## src/rtl/elevador_cabine_if.sv

```systemverilog
// Motor command / car status bundle between the elevator controller
// (master) and the car/shaft model (slave).
interface elevador_cabine_if;
    logic       motor_up;
    logic       motor_down;
    logic [2:0] andar_sensor;
    logic       alinhado;
    logic       chegou;
    logic       em_movimento;
    logic       porta_aberta;
    logic       falha;

    modport master (
        output motor_up,
        output motor_down,
        input  andar_sensor,
        input  alinhado,
        input  chegou,
        input  em_movimento,
        input  porta_aberta,
        input  falha
    );

    modport slave (
        input  motor_up,
        input  motor_down,
        output andar_sensor,
        output alinhado,
        output chegou,
        output em_movimento,
        output porta_aberta,
        output falha
    );
endinterface

```

## src/rtl/elevador_cabine.sv

```systemverilog
// Car/shaft model: follows motor_up/motor_down one whole floor at a time,
// runs the door timing after each stop and reports the floor position.
// Optional macro LIMIT_GUARD_EN: a motor command toward a shaft limit
// (up at the top floor, down at floor 0) latches a fault instead of
// being ignored.
module elevador_cabine #(
    parameter int N_ANDARES    = 5,
    parameter int CICLOS_ANDAR = 4,
    parameter int CICLOS_PORTA = 3
) (
    input logic              clk,
    input logic              reset,
    elevador_cabine_if.slave bus
);
    localparam int PASSO_W = $clog2(CICLOS_ANDAR);
    localparam int PORTA_W = $clog2(CICLOS_PORTA + 1);
    localparam logic [2:0]         ANDAR_TOPO = 3'(N_ANDARES - 1);
    localparam logic [PASSO_W-1:0] PASSO_FIM  = PASSO_W'(CICLOS_ANDAR - 1);
    localparam logic [PORTA_W-1:0] PORTA_FIM  = PORTA_W'(CICLOS_PORTA - 1);

`ifdef LIMIT_GUARD_EN
    localparam bit LIMITE_FALHA = 1'b1;
`else
    localparam bit LIMITE_FALHA = 1'b0;
`endif

    typedef enum logic [2:0] {PARADO, SUBINDO, DESCENDO, PORTA, FALHA} estado_t;

    estado_t              estado_q, estado_d;
    logic [PASSO_W-1:0]   passo_q, passo_d;
    logic [PORTA_W-1:0]   porta_cnt_q, porta_cnt_d;
    logic [2:0]           andar_q, andar_d;
    logic                 alinhado_q, alinhado_d;
    logic                 chegou_q, chegou_d;
    logic                 em_movimento_q, porta_aberta_q, falha_q;
    logic                 ambos;
    logic [2:0]           andar_acima, andar_abaixo;

    assign ambos        = bus.motor_up & bus.motor_down;
    assign andar_acima  = andar_q + 3'd1;
    assign andar_abaixo = andar_q - 3'd1;

    // Next state and next register values for every output.
    always_comb begin
        // NOTE: every variable gets a default first so no path infers a latch.
        estado_d    = estado_q;
        passo_d     = passo_q;
        porta_cnt_d = porta_cnt_q;
        andar_d     = andar_q;
        alinhado_d  = alinhado_q;
        chegou_d    = 1'b0;

        case (estado_q)
            PARADO: begin
                if (ambos) begin
                    estado_d = FALHA;
                end else if (bus.motor_up && andar_q < ANDAR_TOPO) begin
                    estado_d   = SUBINDO;
                    passo_d    = '0;
                    alinhado_d = 1'b0;
                end else if (bus.motor_down && andar_q != 3'd0) begin
                    estado_d   = DESCENDO;
                    passo_d    = '0;
                    alinhado_d = 1'b0;
                end else if ((bus.motor_up || bus.motor_down) && LIMITE_FALHA) begin
                    estado_d = FALHA;
                end
            end

            SUBINDO: begin
                if (ambos) begin
                    estado_d = FALHA;
                end else if (passo_q == PASSO_FIM) begin
                    // Floor crossing: the only point where the motor is sampled.
                    andar_d    = andar_acima;
                    passo_d    = '0;
                    chegou_d   = 1'b1;
                    alinhado_d = 1'b1;
                    if (bus.motor_up && andar_acima < ANDAR_TOPO) begin
                        estado_d = SUBINDO;
                    end else if (bus.motor_up && LIMITE_FALHA) begin
                        estado_d = FALHA;
                    end else begin
                        estado_d    = PORTA;
                        porta_cnt_d = '0;
                    end
                end else begin
                    passo_d    = passo_q + 1'b1;
                    alinhado_d = 1'b0;
                end
            end

            DESCENDO: begin
                if (ambos) begin
                    estado_d = FALHA;
                end else if (passo_q == PASSO_FIM) begin
                    andar_d    = andar_abaixo;
                    passo_d    = '0;
                    chegou_d   = 1'b1;
                    alinhado_d = 1'b1;
                    if (bus.motor_down && andar_abaixo != 3'd0) begin
                        estado_d = DESCENDO;
                    end else if (bus.motor_down && LIMITE_FALHA) begin
                        estado_d = FALHA;
                    end else begin
                        estado_d    = PORTA;
                        porta_cnt_d = '0;
                    end
                end else begin
                    passo_d    = passo_q + 1'b1;
                    alinhado_d = 1'b0;
                end
            end

            PORTA: begin
                alinhado_d = 1'b1;
                if (ambos) begin
                    estado_d = FALHA;
                end else if (porta_cnt_q == PORTA_FIM) begin
                    estado_d = PARADO;
                end else begin
                    porta_cnt_d = porta_cnt_q + 1'b1;
                end
            end

            FALHA: estado_d = FALHA;

            default: estado_d = FALHA;
        endcase
    end

    // State, counters and registered outputs; reset drops the car to floor 0.
    always_ff @(posedge clk or negedge reset) begin
        if (!reset) begin
            estado_q       <= PARADO;
            passo_q        <= '0;
            porta_cnt_q    <= '0;
            andar_q        <= 3'd0;
            alinhado_q     <= 1'b1;
            chegou_q       <= 1'b0;
            em_movimento_q <= 1'b0;
            porta_aberta_q <= 1'b0;
            falha_q        <= 1'b0;
        end else begin
            // NOTE: non-blocking so every register sees the pre-edge values.
            estado_q       <= estado_d;
            passo_q        <= passo_d;
            porta_cnt_q    <= porta_cnt_d;
            andar_q        <= andar_d;
            alinhado_q     <= alinhado_d;
            chegou_q       <= chegou_d;
            em_movimento_q <= (estado_d == SUBINDO) || (estado_d == DESCENDO);
            porta_aberta_q <= (estado_d == PORTA);
            falha_q        <= (estado_d == FALHA);
        end
    end

    assign bus.andar_sensor = andar_q;
    assign bus.alinhado     = alinhado_q;
    assign bus.chegou       = chegou_q;
    assign bus.em_movimento = em_movimento_q;
    assign bus.porta_aberta = porta_aberta_q;
    assign bus.falha        = falha_q;
endmodule

```

## src/flat_wrapper.sv

```systemverilog
// flat-port wrapper written by rule: the top's interface ports become plain ports
module elevador_cabine_flat 
#(
    parameter int N_ANDARES    = 5,
    parameter int CICLOS_ANDAR = 4,
    parameter int CICLOS_PORTA = 3
)
  (clk, reset, bus_motor_up, bus_motor_down, bus_andar_sensor, bus_alinhado, bus_chegou, bus_em_movimento, bus_porta_aberta, bus_falha);
  elevador_cabine_if bus_i ();
  input logic clk;
  input logic reset;
  input wire logic [$bits(bus_i.motor_up)-1:0] bus_motor_up;
  input wire logic [$bits(bus_i.motor_down)-1:0] bus_motor_down;
  output wire logic [$bits(bus_i.andar_sensor)-1:0] bus_andar_sensor;
  output wire logic [$bits(bus_i.alinhado)-1:0] bus_alinhado;
  output wire logic [$bits(bus_i.chegou)-1:0] bus_chegou;
  output wire logic [$bits(bus_i.em_movimento)-1:0] bus_em_movimento;
  output wire logic [$bits(bus_i.porta_aberta)-1:0] bus_porta_aberta;
  output wire logic [$bits(bus_i.falha)-1:0] bus_falha;
  assign bus_i.motor_up = bus_motor_up;
  assign bus_i.motor_down = bus_motor_down;
  assign bus_andar_sensor = bus_i.andar_sensor;
  assign bus_alinhado = bus_i.alinhado;
  assign bus_chegou = bus_i.chegou;
  assign bus_em_movimento = bus_i.em_movimento;
  assign bus_porta_aberta = bus_i.porta_aberta;
  assign bus_falha = bus_i.falha;
  elevador_cabine #(.N_ANDARES(N_ANDARES), .CICLOS_ANDAR(CICLOS_ANDAR), .CICLOS_PORTA(CICLOS_PORTA)) u_core (.clk(clk), .reset(reset), .bus(bus_i));
endmodule
```

## config.mk

```make
export PLATFORM = sky130hd
export DESIGN_NAME = elevador_cabine_flat
export DESIGN_NICKNAME = d
export VERILOG_FILES = /design/src/rtl/elevador_cabine_if.sv /design/src/rtl/elevador_cabine.sv /design/src/flat_wrapper.sv
export SDC_FILE = /design/constraint.sdc
export NUM_CORES = 1
export LEC_CHECK = 0
export CAP_MARGIN = 15
export CORE_ASPECT_RATIO = 1.2
export CORE_MARGIN = 1.5
export CORE_UTILIZATION = 53
export CTS_BUF_LIST = sky130_fd_sc_hd__clkbuf_16
export DETAILED_ROUTE_END_ITERATION = 6
export GPL_TIMING_DRIVEN = 0
export PLACE_DENSITY = 0.88
export REMOVE_ABC_BUFFERS = 1
export SYNTH_ARGS = -nofsm -noshare
export SYNTH_HDL_FRONTEND = slang
export SYNTH_SLANG_ARGS = --single-unit
```

## constraint.sdc

```tcl
create_clock -name clk -period 5.17 [get_ports clk]
set_input_delay 0.517 -clock clk [delete_from_list [all_inputs] [get_ports clk]]
set_output_delay 0.517 -clock clk [all_outputs]
set_load 0.005 [all_outputs]
```

Word level (Yosys, flattened, before mapping)

Cells that the tools add are included.
Widths: inputs -> output; s select.

Register bits: 15
Logic and storage cells: 93
Input bits: 4

Magnitude comparators: 2
Bitwise operators: 1
Reduce and logical (&&, ||, !) cells: 17
Add/sub/neg operators: 4
Multiplexer cells: 40
Equality and inequality tests: 20

Operators with widths:

| kind                | count |
|---|---|
| $mux 3              | 13 |
| $mux 2              | 14 |
| $ne 2x2->1 const B  | 8 |
| $eq 3x2->1 const B  | 4 |
| $pmux 3 s4          | 1 |
| $reduce_bool 3->1   | 4 |
| $reduce_and 9->1    | 1 |
| $mux 1              | 8 |
| $reduce_and 4->1    | 2 |
| $eq 3x1->1 const B  | 2 |
| $lt 3x3->1 const B  | 2 |
| $pmux 2 s3          | 1 |
| $pmux 3 s2          | 1 |
| $reduce_and 5->1    | 1 |
| $add 2x1->2 const B | 2 |
| $eq 2x2->1 const B  | 2 |
| $logic_and 1x1->1   | 4 |
| $ne 2x1->1 const B  | 2 |
| $pmux 2 s2          | 1 |
| $reduce_bool 2->1   | 2 |
| $add 3x1->3 const B | 1 |
| $eq 3x3->1 const B  | 1 |
| $logic_not 3->1     | 1 |
| $ne 3x1->1 const B  | 1 |
| 5 further kinds     | 5 |

Depth between registers and ports, before layout

Gate-level depths: netlist of run 1.

Depth in word-level cells: 9
Mapped depth: 8
Gate-level depth less buffers: 8

Least setup slack after synthesis of run 1

No wires, ideal clock.

Kind: register to register
Start point: reg u_core.andar_q[0] (netlist: u_core.bus.andar_sensor[0])
End point: reg u_core.porta_cnt_q[0]
Path slack: 3248 ps
Stages on the path, launching flop included: 9
Data arrival time: 1797 ps
Clock period less this slack: 1922 ps
Buffers on the path: 0
Library setup time: 125 ps
Path through: dfrtp_1 -> inv_1 -> ha_1 -> ha_1 -> nand2_1 -> a41oi_1 -> nor3_2 -> nor2b_4 -> mux2_4

Longest elaborated chain between the ends: 5

Ends and longest elaborated chain:

| what                                                   | RTL line                                      | RTL |
|---|---|---|
| start: declaration                                     | elevador_cabine.sv:32                         | `logic [2:0] andar_q, andar_d;` |
| start signal: assignment                               | elevador_cabine.sv:149                        | `andar_q <= andar_d;` |
| $add 3x1->3 / $sub 3x1->3 (equally long branches)      | elevador_cabine.sv:40, elevador_cabine.sv:41  |  |
| $lt 3x3->1 / $reduce_bool 3->1 (equally long branches) | elevador_cabine.sv:79, elevador_cabine.sv:101 |  |
| $logic_and 1x1->1, on equally long branches            | elevador_cabine.sv:79, elevador_cabine.sv:101 |  |
| $ne 2x2->1 (no line)                                   | -                                             |  |
| $reduce_and 9->1 (no line) *                           | -                                             |  |
| end signal: assignment                                 | elevador_cabine.sv:148                        | `porta_cnt_q <= porta_cnt_d;` |
| end: declaration                                       | elevador_cabine.sv:31                         | `logic [PORTA_W-1:0] porta_cnt_q, porta_cnt_d;` |

Every way passes the cells marked *; elsewhere a longest branch is shown, timed or not.
A chain may end at the register's enable or synchronous reset.

Final worst setup path of run 1

Start point: in bus_motor_up
End point: reg u_core.porta_cnt_q[0]

Longest elaborated chain between the ends: 3

Ends and longest elaborated chain:

| what                                                    | RTL line                                     | RTL |
|---|---|---|
| start: declaration                                      | flat_wrapper.sv:12                           | `input wire logic [$bits(bus_i.motor_up)-1:0] bus_motor_up;` |
| $and 1x1->1 / $logic_and 1x1->1 (equally long branches) | elevador_cabine.sv:39, elevador_cabine.sv:79 |  |
| $ne 2x2->1 (no line)                                    | -                                            |  |
| $reduce_and 9->1 (no line) *                            | -                                            |  |

Marked as above.

==> run_results.csv, run 1 <==
group,metric,value,unit
worst_setup_path,required,5300,ps
worst_setup_path,start_kind,"input port",
finish,final_nets,103,
die,dieHeight,47.0,microns
global_route,grt_pass1_vias,629,
logic_synthesis,yosys.area_share.xor_xnor,3.08,%
routing,vias,620,
logic_synthesis,synthCells,80,
logic_synthesis,synth-compound-area-share,11.0,%
logic_synthesis,synth_top_family_by_area,"simple AND/OR/NAND/NOR gates",
die,die_x,39.6,microns
die,initial_core_util,58.3,%
worst_hold_path,hp-class,"register to register",
timing,fin_crit_sh,41.4,%
timing,fin_crit,2140,ps
timing,max_slew_margin,54.1,%
routing,finalWirelength,1.61,mm
die,io_pins,12,
die,core,0.00146,sq mm
finish,area_delta_synth_final,21.4,%
timing,final.setup.tns,0,ps
routing,vias_per_cell,5.69,
routing,drt_iter0_markers,14,
logic_synthesis,ys_ff_latch,15,
cts,cts_root_buf,"clkbuf_16",
routing,dr.pass1.iters,2,
logic_synthesis,avgSynthCellArea,10.7,sq um
logic_synthesis,synth.area.top_cells,"dfrtp_1 41%, ha_1 8.8%, nand2b_1 3.7%, mux2_4 3.5%, dfstp_2 3.1%",
logic_synthesis,yosys.cell_types.count,32,
routing,drcViolationCount,0,
run,max_cap_viol_count,0,
cts,clk_pin_slew_worst_paths,50,ps
routing,ant_nets,0,
cts,clk_latency,250,ps
timing,finalHoldViolations,0,
worst_setup_path,path_max_fanout,7,
logic_synthesis,ys_warn_count,0,
timing,worst_pin_slew,687,ps
placed_design,dp_hpwl,1.18,mm
logic_synthesis,syn_area,853,sq um
logic_synthesis,ys_seq_area_share,44.1,%
worst_setup_path,crit_arrival,2270,ps
placed_design,place.gp.congestion,0.852,
cts,cts_max_level,1,
finish,mostFrequentLayoutCells,"14 x dfrtp_1, 11 x clkdlybuf4s50_1, 7 x inv_1, 7 x nand2_1, 6 x ha_1",
cts,cts.sinks,15,
worst_setup_path,endpoint_kind,"register",
worst_setup_path,crit_type,"input port to register",
global_route,grt_usage,22.9,%
global_route,antenna_found_initial,0,
logic_synthesis,yosys.area.top_type_share,41.1,%
finish,final_cell_area,0.00104,sq mm
timing,drv_slew,0,
global_route,grt-ovfl-total,0,
finish,layout_commonest_cell,"dfrtp_1",
logic_synthesis,synthSimpleGateAreaFrac,18.6,%
power_and_ir_drop,fin_total_pwr,0.000304,W
cts,cts_setup_buffers,0,
finish,antenna_cells,0,
logic_synthesis,yosysTopAreaCell,"dfrtp_1",
timing,max_freq,467,MHz
cts,cts_resized,0,
cts,cts_tree,"done",
finish,drive_above_1_share,12.0,%
power_and_ir_drop,vdd_drop_max,0.223,mV
timing,rsz0062_at_grt,"no",
logic_synthesis,synth_adder_area_share,8.80,%
cts,cts_buffer_depth,2,
placed_design,port-buffer-count,11,
die,die_area,0.00186,sq mm
cts,cts_buffers,3,
routing,wl_per_cell,14.7,microns
logic_synthesis,muxShareOfSynthArea,8.50,%
status,status,"finished clean",
power_and_ir_drop,p_leak,0.461,nW
timing,setup_viol,0,
global_route,grt_pass1_wl,2.68,mm
power_and_ir_drop,power_density,294,mW/mm^2
cts,hold_buffers,0,
die,row_count,15,
finish,final_util,70.8,%
global_route,grt_max_degree,16,
timing,skew,1.17,ps
placed_design,placed_cell_area,957,sq um
-- synth_stat cells, drive strengths merged --
cell type   n
a31oi       1
dfrtp      14
and3        2
nand2       7
a21o        2
xor2        2
mux2        4
a21oi       3
nor3b       1
nor2        6
a22o        1
buf         3
nand4b      1
a211oi      1
a311oi      1
mux2i       2
inv         6
or4b        1
dfstp       1
nand2b      5
xnor2       1
nor2b       1
nor3        3
a41oi       1
ha          6
o21ai       4
-- per-layer routing --
| metal | GRT usage, % | routed length (microns) |
|---|---|---|
| met3 | 5.69 | 57 |
| met2 | 38.7 | 842 |
| met5 | 0 | 0 |
| met1 | 24.2 | 650 |
| met4 | 16.6 | 56 |
-- critical path, stage by stage --
cell	delay (ps)
clkdlybuf4s50_1	600
or4b_4	500
o21ai_2	90
nor3_2	90
nor2b_4	160
mux2_4	310
-- cell type report --
cell class                 instances  area [sq um]
clock buffer                       3          75.1
clock inverter                     1          3.75
fill                             109           428
inverter                           6          22.5
multi-input combinational         56           427
sequential                        15           377
tap                               17          21.3
timing repair buffer              11           110
-- power breakdown --
group	total (W)	switching, W	internal, W
Clock	0.000150	0.0000473	0.000102
Sequential	0.000128	0.00000365	0.000124
Combinational	0.0000268	0.0000130	0.0000138
-- kinds of logic (layout without fill, tap and decap cells) --
group	Yosys count	in the layout
AO/OA/AOI/OAI	14	14
AND/OR/NAND/NOR	27	27
adder cells (fa/ha/maj)	6	6
multiplexers	6	6
buffers and inverters	9	21
XOR/XNOR	3	3
flip-flops	15	15
-- flip-flops by register name (all words and copies together), names as in the netlist --
register and count:
u_core.bus.em_movimento 1, u_core.porta_cnt_q 2, u_core.bus.andar_sensor 3, u_core.bus.porta_aberta 1, u_core.bus.alinhado 1, u_core.bus.chegou 1, u_core.passo_q 2, u_core.bus.falha 1
u_core.estado_q 3
-- path summary, 6_finish.rpt --
path / startpoint / end / slack [ps] / cells past startpoint
setup / recovery: bus_motor_up / u_core.porta_cnt_q[0] / 3030 / 6
hold / removal: u_core.passo_q[0] / u_core.passo_q[0] / 520 / 1
setup reg to reg: u_core.bus.andar_sensor[0] / u_core.porta_cnt_q[0] / 3080 / 8
hold reg to reg: u_core.passo_q[0] / u_core.passo_q[0] / 520 / 1
max in group asynchronous: reset / u_core.bus.andar_sensor[1] / 4050 / 1
min in group asynchronous: reset / u_core.estado_q[2] / 690 / 1
-- per-stage QoR --
stage	instances	worst slack [ps]	hold slack, ps
floorplan	77	3250	221
global placement	105	2830	496
detailed placement	105	2790	507
CTS	109	3030	519
global route	109	2910	538
finish	109	3030	524
No activity file was read; power rests on OpenSTA's default activity.
==> run 2: changes to the inputs <==
--- a/config.mk
+++ b/config.mk
@@ -8,11 +8,11 @@
 export CAP_MARGIN = 15
 export CORE_ASPECT_RATIO = 1.2
 export CORE_MARGIN = 1.5
-export CORE_UTILIZATION = 53
+export CORE_UTILIZATION = 52
 export CTS_BUF_LIST = sky130_fd_sc_hd__clkbuf_16
 export DETAILED_ROUTE_END_ITERATION = 6
 export GPL_TIMING_DRIVEN = 0
-export PLACE_DENSITY = 0.88
+export PLACE_DENSITY = 0.87
 export REMOVE_ABC_BUFFERS = 1
 export SYNTH_ARGS = -nofsm -noshare
 export SYNTH_HDL_FRONTEND = slang
==> constraint.sdc (replaced) <==
create_clock -name clk -period 2 [get_ports clk]
set_input_delay 0.2 -clock clk [delete_from_list [all_inputs] [get_ports clk]]
set_output_delay 0.2 -clock clk [all_outputs]
set_load 0.005 [all_outputs]
==> run 2 against run 1 <==
  * Flip-flop and latch count did not move
  * Combinational power rose to 3.1 times the previous value
  * Sequential share of layout area decreased by 3.0 points
  * Design area up 9.1%
  * Core utilization up 5.4 points
  * Worst hold slack lost 160 ps
  * Worst setup slack worse by 3000 ps
  * Clock skew rose by 1.2 ps
  * Sequential power rose to 2.6 times the previous value
  * Routed wire length up 17%
  * Critical path type unchanged
  * Largest cell class unchanged
==> run_results.csv, run 2 (same netlist as run 1, synthesis figures left out) <==
group,metric,value,unit
status,status,"finished clean",
timing,max_freq,517,MHz
worst_setup_path,path_cells,"clkdlybuf4s50_1, a21o_1, a31oi_1, and3_4, nor2b_4, mux2_4",
cts,cts_tree,"done",
timing,rsz0062_at_grt,"no",
global_route,grt_pass1_vias,682,
placed_design,port-buffer-count,11,
worst_setup_path,crit_path_top_delay_cell,"clkdlybuf4s50_1",
timing,setup_viol,0,
cts,clk_latency,240,ps
timing,fin_crit_sh,96.7,%
timing,drv_slew,0,
power_and_ir_drop,p_leak,0.485,nW
worst_setup_path,required,2120,ps
global_route,grt_usage,23.4,%
worst_setup_path,start_kind,"input port",
routing,finalWirelength,1.88,mm
die,dieHeight,47.4,microns
global_route,antenna_found_initial,0,
placed_design,dp_slack,-52.0,ps
finish,final_util,76.2,%
timing,skew,2.36,ps
cts,cts.sinks,15,
worst_setup_path,crit_type,"input port to register",
worst_setup_path,max_stage_delay,620,ps
worst_hold_path,hp-class,"input port to async pin",
timing,finalHoldViolations,0,
worst_setup_path,crit_arrival,2060,ps
timing,max_slew_margin,55.0,%
routing,dr.pass1.iters,4,
cts,cts_buffer_depth,2,
routing,wl_per_cell,16.6,microns
cts,cts_root_buf,"clkbuf_16",
die,die_area,0.00189,sq mm
worst_setup_path,path_delay_family,"buffers and inverters",
finish,area_delta_synth_final,32.4,%
cts,clk_pin_slew_worst_paths,50,ps
timing,final.setup.tns,0,ps
timing,worst_pin_slew,672,ps
power_and_ir_drop,fin_total_pwr,0.000794,W
routing,vias_per_cell,5.88,
cts,cts_max_level,1,
die,core,0.00148,sq mm
placed_design,dp_hpwl,1.15,mm
die,row_count,15,
finish,layout_commonest_cell,"dfrtp_1",
global_route,grt_max_degree,16,
timing,fin_crit,1930,ps
timing,setup_ws,66.8,ps
finish,final_nets,107,
cts,hold_buffers,0,
finish,antenna_cells,0,
routing,vias,665,
die,die_x,40.0,microns
worst_setup_path,path_buf_inv,1,
routing,drcViolationCount,0,
power_and_ir_drop,vdd_drop_max,0.459,mV
global_route,grt_pass1_wl,2.87,mm
placed_design,place.gp.congestion,0.773,
power_and_ir_drop,power_density,703,mW/mm^2
die,io_pins,12,
global_route,grt-ovfl-total,0,
finish,drive_above_1_share,26.0,%
routing,ant_nets,0,
run,max_cap_viol_count,0,
routing,drt_iter0_markers,8,
cts,cts_buffers,3,
worst_setup_path,path_max_fanout,7,
finish,mostFrequentLayoutCells,"14 x dfrtp_1, 11 x clkdlybuf4s50_1, 6 x nand2_1",
die,initial_core_util,57.6,%
worst_setup_path,endpoint_kind,"register",
run 2: per-stage QoR:
step	instances	area (sq um)	hold WS [ps]
4_1_cts	112	1070	391
6_report	113	1130	369
5_1_grt	113	1130	434
2_1_floorplan	77	826	-95.6
3_3_place_gp	105	957	496
3_5_place_dp	105	957	507
run 2: area by class of cell:
cell class / instances / area, sq um
clock inverter: 1 / 5.00
tap: 17 / 21.3
inverter: 6 / 22.5
timing repair buffer: 15 / 140
multi-input combinational: 56 / 489
clock buffer: 3 / 75.1
sequential: 15 / 377
fill: 103 / 353
run 2: final timing paths:
kind / startpoint / end / slack [ps] / cells after the start
worst max-delay path: bus_motor_down / u_core.porta_cnt_q[1] / 70 / 6
worst min-delay path: reset / u_core.bus.falha / 370 / 1
worst max register to register: u_core.bus.andar_sensor[0] / u_core.porta_cnt_q[1] / 80 / 8
worst min register to register: u_core.porta_cnt_q[1] / u_core.porta_cnt_q[1] / 530 / 1
max in group asynchronous: reset / u_core.bus.andar_sensor[1] / 1200 / 1
min in group clk: u_core.porta_cnt_q[1] / u_core.porta_cnt_q[1] / 530 / 1
run 2: timing repair:
action                     4_1_cts  5_1_grt
pin swaps                        2        5
setup endpoints to repair        3        4
setup buffers                    3        1
resized for setup                3        9
run 2: where the power goes:
part	internal, W	switching (W)	total, W
Sequential	0.000320	0.00000966	0.000330
Combinational	0.0000417	0.0000406	0.0000823
Clock	0.000266	0.000116	0.000382
run 2: per-layer routing:
layer | wire (microns) | track usage (%)
met1 | 760 | 24.8
met3 | 69 | 4.27
met5 | 0 | 0
met2 | 1040 | 41.6
met4 | 10 | 14.5
==> run 3: changes to the inputs <==
==> constraint.sdc (replaced) <==
create_clock -name clk -period 2.1 [get_ports clk]
set_input_delay 0.21 -clock clk [delete_from_list [all_inputs] [get_ports clk]]
set_output_delay 0.21 -clock clk [all_outputs]
set_load 0.005 [all_outputs]
==> run 3 against run 2 <==
  * Die area did not move
  * Clock power decreased by 5%
  * Non-clock buffer count fell by 1
  * Core utilization fell by 3.7 points
  * Worst setup slack worse by 6.9 ps
  * Sequential share of layout area is 1.7 points higher
  * Critical path type is now register to register
  * Critical endpoint unchanged
==> run_results.csv, run 3 (same netlist as run 1, synthesis figures left out) <==
group,metric,value,unit
worst_setup_path,required,2220,ps
routing,wl_per_cell,16.1,microns
routing,vias,663,
die,io_pins,12,
power_and_ir_drop,p_leak,0.474,nW
die,die_x,40.0,microns
die,initial_core_util,57.6,%
power_and_ir_drop,sw_frac_of_total,20.6,%
placed_design,dp_hpwl,1.15,mm
timing,drv_slew,0,
routing,ant_nets,0,
global_route,grt_pass1_wl,2.73,mm
die,dieHeight,47.4,microns
power_and_ir_drop,p_comb_share,9.7,%
worst_setup_path,path_cells,"inv_1, ha_1, ha_1, nand2_1, a41oi_1, nor3_2, nor2b_4, mux2_4",
timing,setup_viol,0,
placed_design,port-buffer-count,11,
cts,cts_max_level,1,
placed_design,dp_cells,105,
worst_hold_path,hp-class,"input port to async pin",
worst_setup_path,crit_arrival,2160,ps
global_route,antenna_found_initial,0,
worst_setup_path,crit_type,"register to register",
worst_setup_path,path_max_fanout,3,
power_and_ir_drop,pwr-share-clk,48.5,%
worst_setup_path,path_common_cell,"ha_1",
timing,max_freq,490,MHz
finish,final_nets,106,
finish,layout_commonest_cell,"dfrtp_1",
die,row_count,15,
worst_setup_path,rrSetupSlack,60,ps
timing,fin_crit_sh,97.1,%
cts,clk_latency,240,ps
power_and_ir_drop,power_switching,0.000155,W
timing,finalHoldViolations,0,
timing,fin_crit,2040,ps
global_route,grt_usage,22.1,%
placed_design,dp_slack,48.0,ps
timing,worst_pin_slew,668,ps
finish,drive_above_1_share,18.9,%
worst_setup_path,max_stage_delay,370,ps
routing,finalWirelength,1.80,mm
timing,setup_ws,59.9,ps
finish,final_cell_area,0.00107,sq mm
global_route,grt_max_degree,16,
worst_setup_path,crit_path_top_delay_cell,"dfrtp_1",
power_and_ir_drop,sequentialPowerShare,41.8,%
routing,dr.pass1.iters,4,
placed_design,place.gp.congestion,0.773,
timing,skew,2.25,ps
cts,cts_root_buf,"clkbuf_16",
placed_design,placed_cell_area,957,sq um
cts,cts.sinks,15,
worst_setup_path,start_kind,"register",
power_and_ir_drop,fin_total_pwr,0.000752,W
global_route,grt-ovfl-total,0,
finish,antenna_cells,0,
power_and_ir_drop,power_density,699,mW/mm^2
global_route,grt_pass1_vias,638,
routing,drt_iter0_markers,11,
routing,drcViolationCount,0,
timing,max_slew_margin,55.3,%
cts,clk_pin_slew_worst_paths,50,ps
finish,final_cell_count_no_fill,112,
power_and_ir_drop,vdd_drop_max,0.462,mV
run,max_cap_viol_count,0,
timing,worst_hold_slack,376,ps
power_and_ir_drop,p_int,0.000597,W
cts,cts_buffers,3,
finish,mostFrequentLayoutCells,"14 x dfrtp_1, 11 x clkdlybuf4s50_1, 7 x nand2_1",
routing,vias_per_cell,5.92,
die,core,0.00148,sq mm
worst_setup_path,endpoint_kind,"register",
cts,cts_buffer_depth,2,
status,status,"finished clean",
finish,area_delta_synth_final,26.0,%
die,die_area,0.00189,sq mm
cts,cts_tree,"done",
-- run 3: metrics by stage --
step	util [%]	TNS, ps
floorplan	-	0
global placement	64.6	0
detailed placement	64.6	0
CTS	70.0	0
global route	72.5	-31.1
finish	72.5	0
-- run 3: what timing repair did --
action	4_1_cts	5_1_grt
setup buffers	0	3
hold buffers	0	0
resized for setup	0	5
setup endpoints to repair	0	3
-- run 3: critical path, delay by kind of cell, from the launching register on --
| kind | cells | cell delay (ps) |
|---|---|---|
| AO/OA/AOI/OAI | 1 | 170 |
| adder cells (fa/ha/maj) | 2 | 490 |
| buffers and inverters | 1 | 80 |
| flip-flops | 1 | 370 |
| multiplexers | 1 | 300 |
| AND/OR/NAND/NOR | 3 | 510 |
-- run 3: worst paths after layout --
path,start,endpoint,depth (start not counted)
worst max-delay path,u_core.bus.andar_sensor[0],u_core.porta_cnt_q[1],8
worst min-delay path,reset,u_core.bus.falha,1
worst max register to register,u_core.bus.andar_sensor[0],u_core.porta_cnt_q[1],8
worst min register to register,u_core.passo_q[0],u_core.passo_q[0],1
max in group asynchronous,reset,u_core.bus.andar_sensor[1],1
min in group clk,u_core.passo_q[0],u_core.passo_q[0],1
-- run 3: area by class of cell --
| type | count | area, sq um |
|---|---|---|
| clock inverters | 1 | 5.00 |
| repair buffers | 14 | 133 |
| well taps | 17 | 21.3 |
| fillers | 116 | 408 |
| inverters | 6 | 22.5 |
| flip-flops and latches | 15 | 377 |
| multi-input cells | 56 | 442 |
| clock buffers | 3 | 75.1 |
-- run 3: per-layer routing --
layer | track usage [%] | vias to the layer above | wire length, microns | share of wire, %
li1 | - | 308 | - | -
met1 | 23.6 | 326 | 722 | 40
met2 | 38.7 | 23 | 962 | 53
met3 | 4.74 | 6 | 68 | 3.8
met4 | 13.1 | 0 | 48 | 2.7
met5 | 0 | - | 0 | 0
-- run 3: power groups by stage --
stage | clock network, W | logic [W] | registers (W)
2_1_floorplan | 0 | 0.0000353 | 0.000317
3_3_place_gp | 0 | 0.0000633 | 0.000318
4_1_cts | 0.000372 | 0.0000670 | 0.000314
3_5_place_dp | 0 | 0.0000656 | 0.000319
6_report | 0.000364 | 0.0000730 | 0.000314
5_1_grt | 0.000385 | 0.0000806 | 0.000316
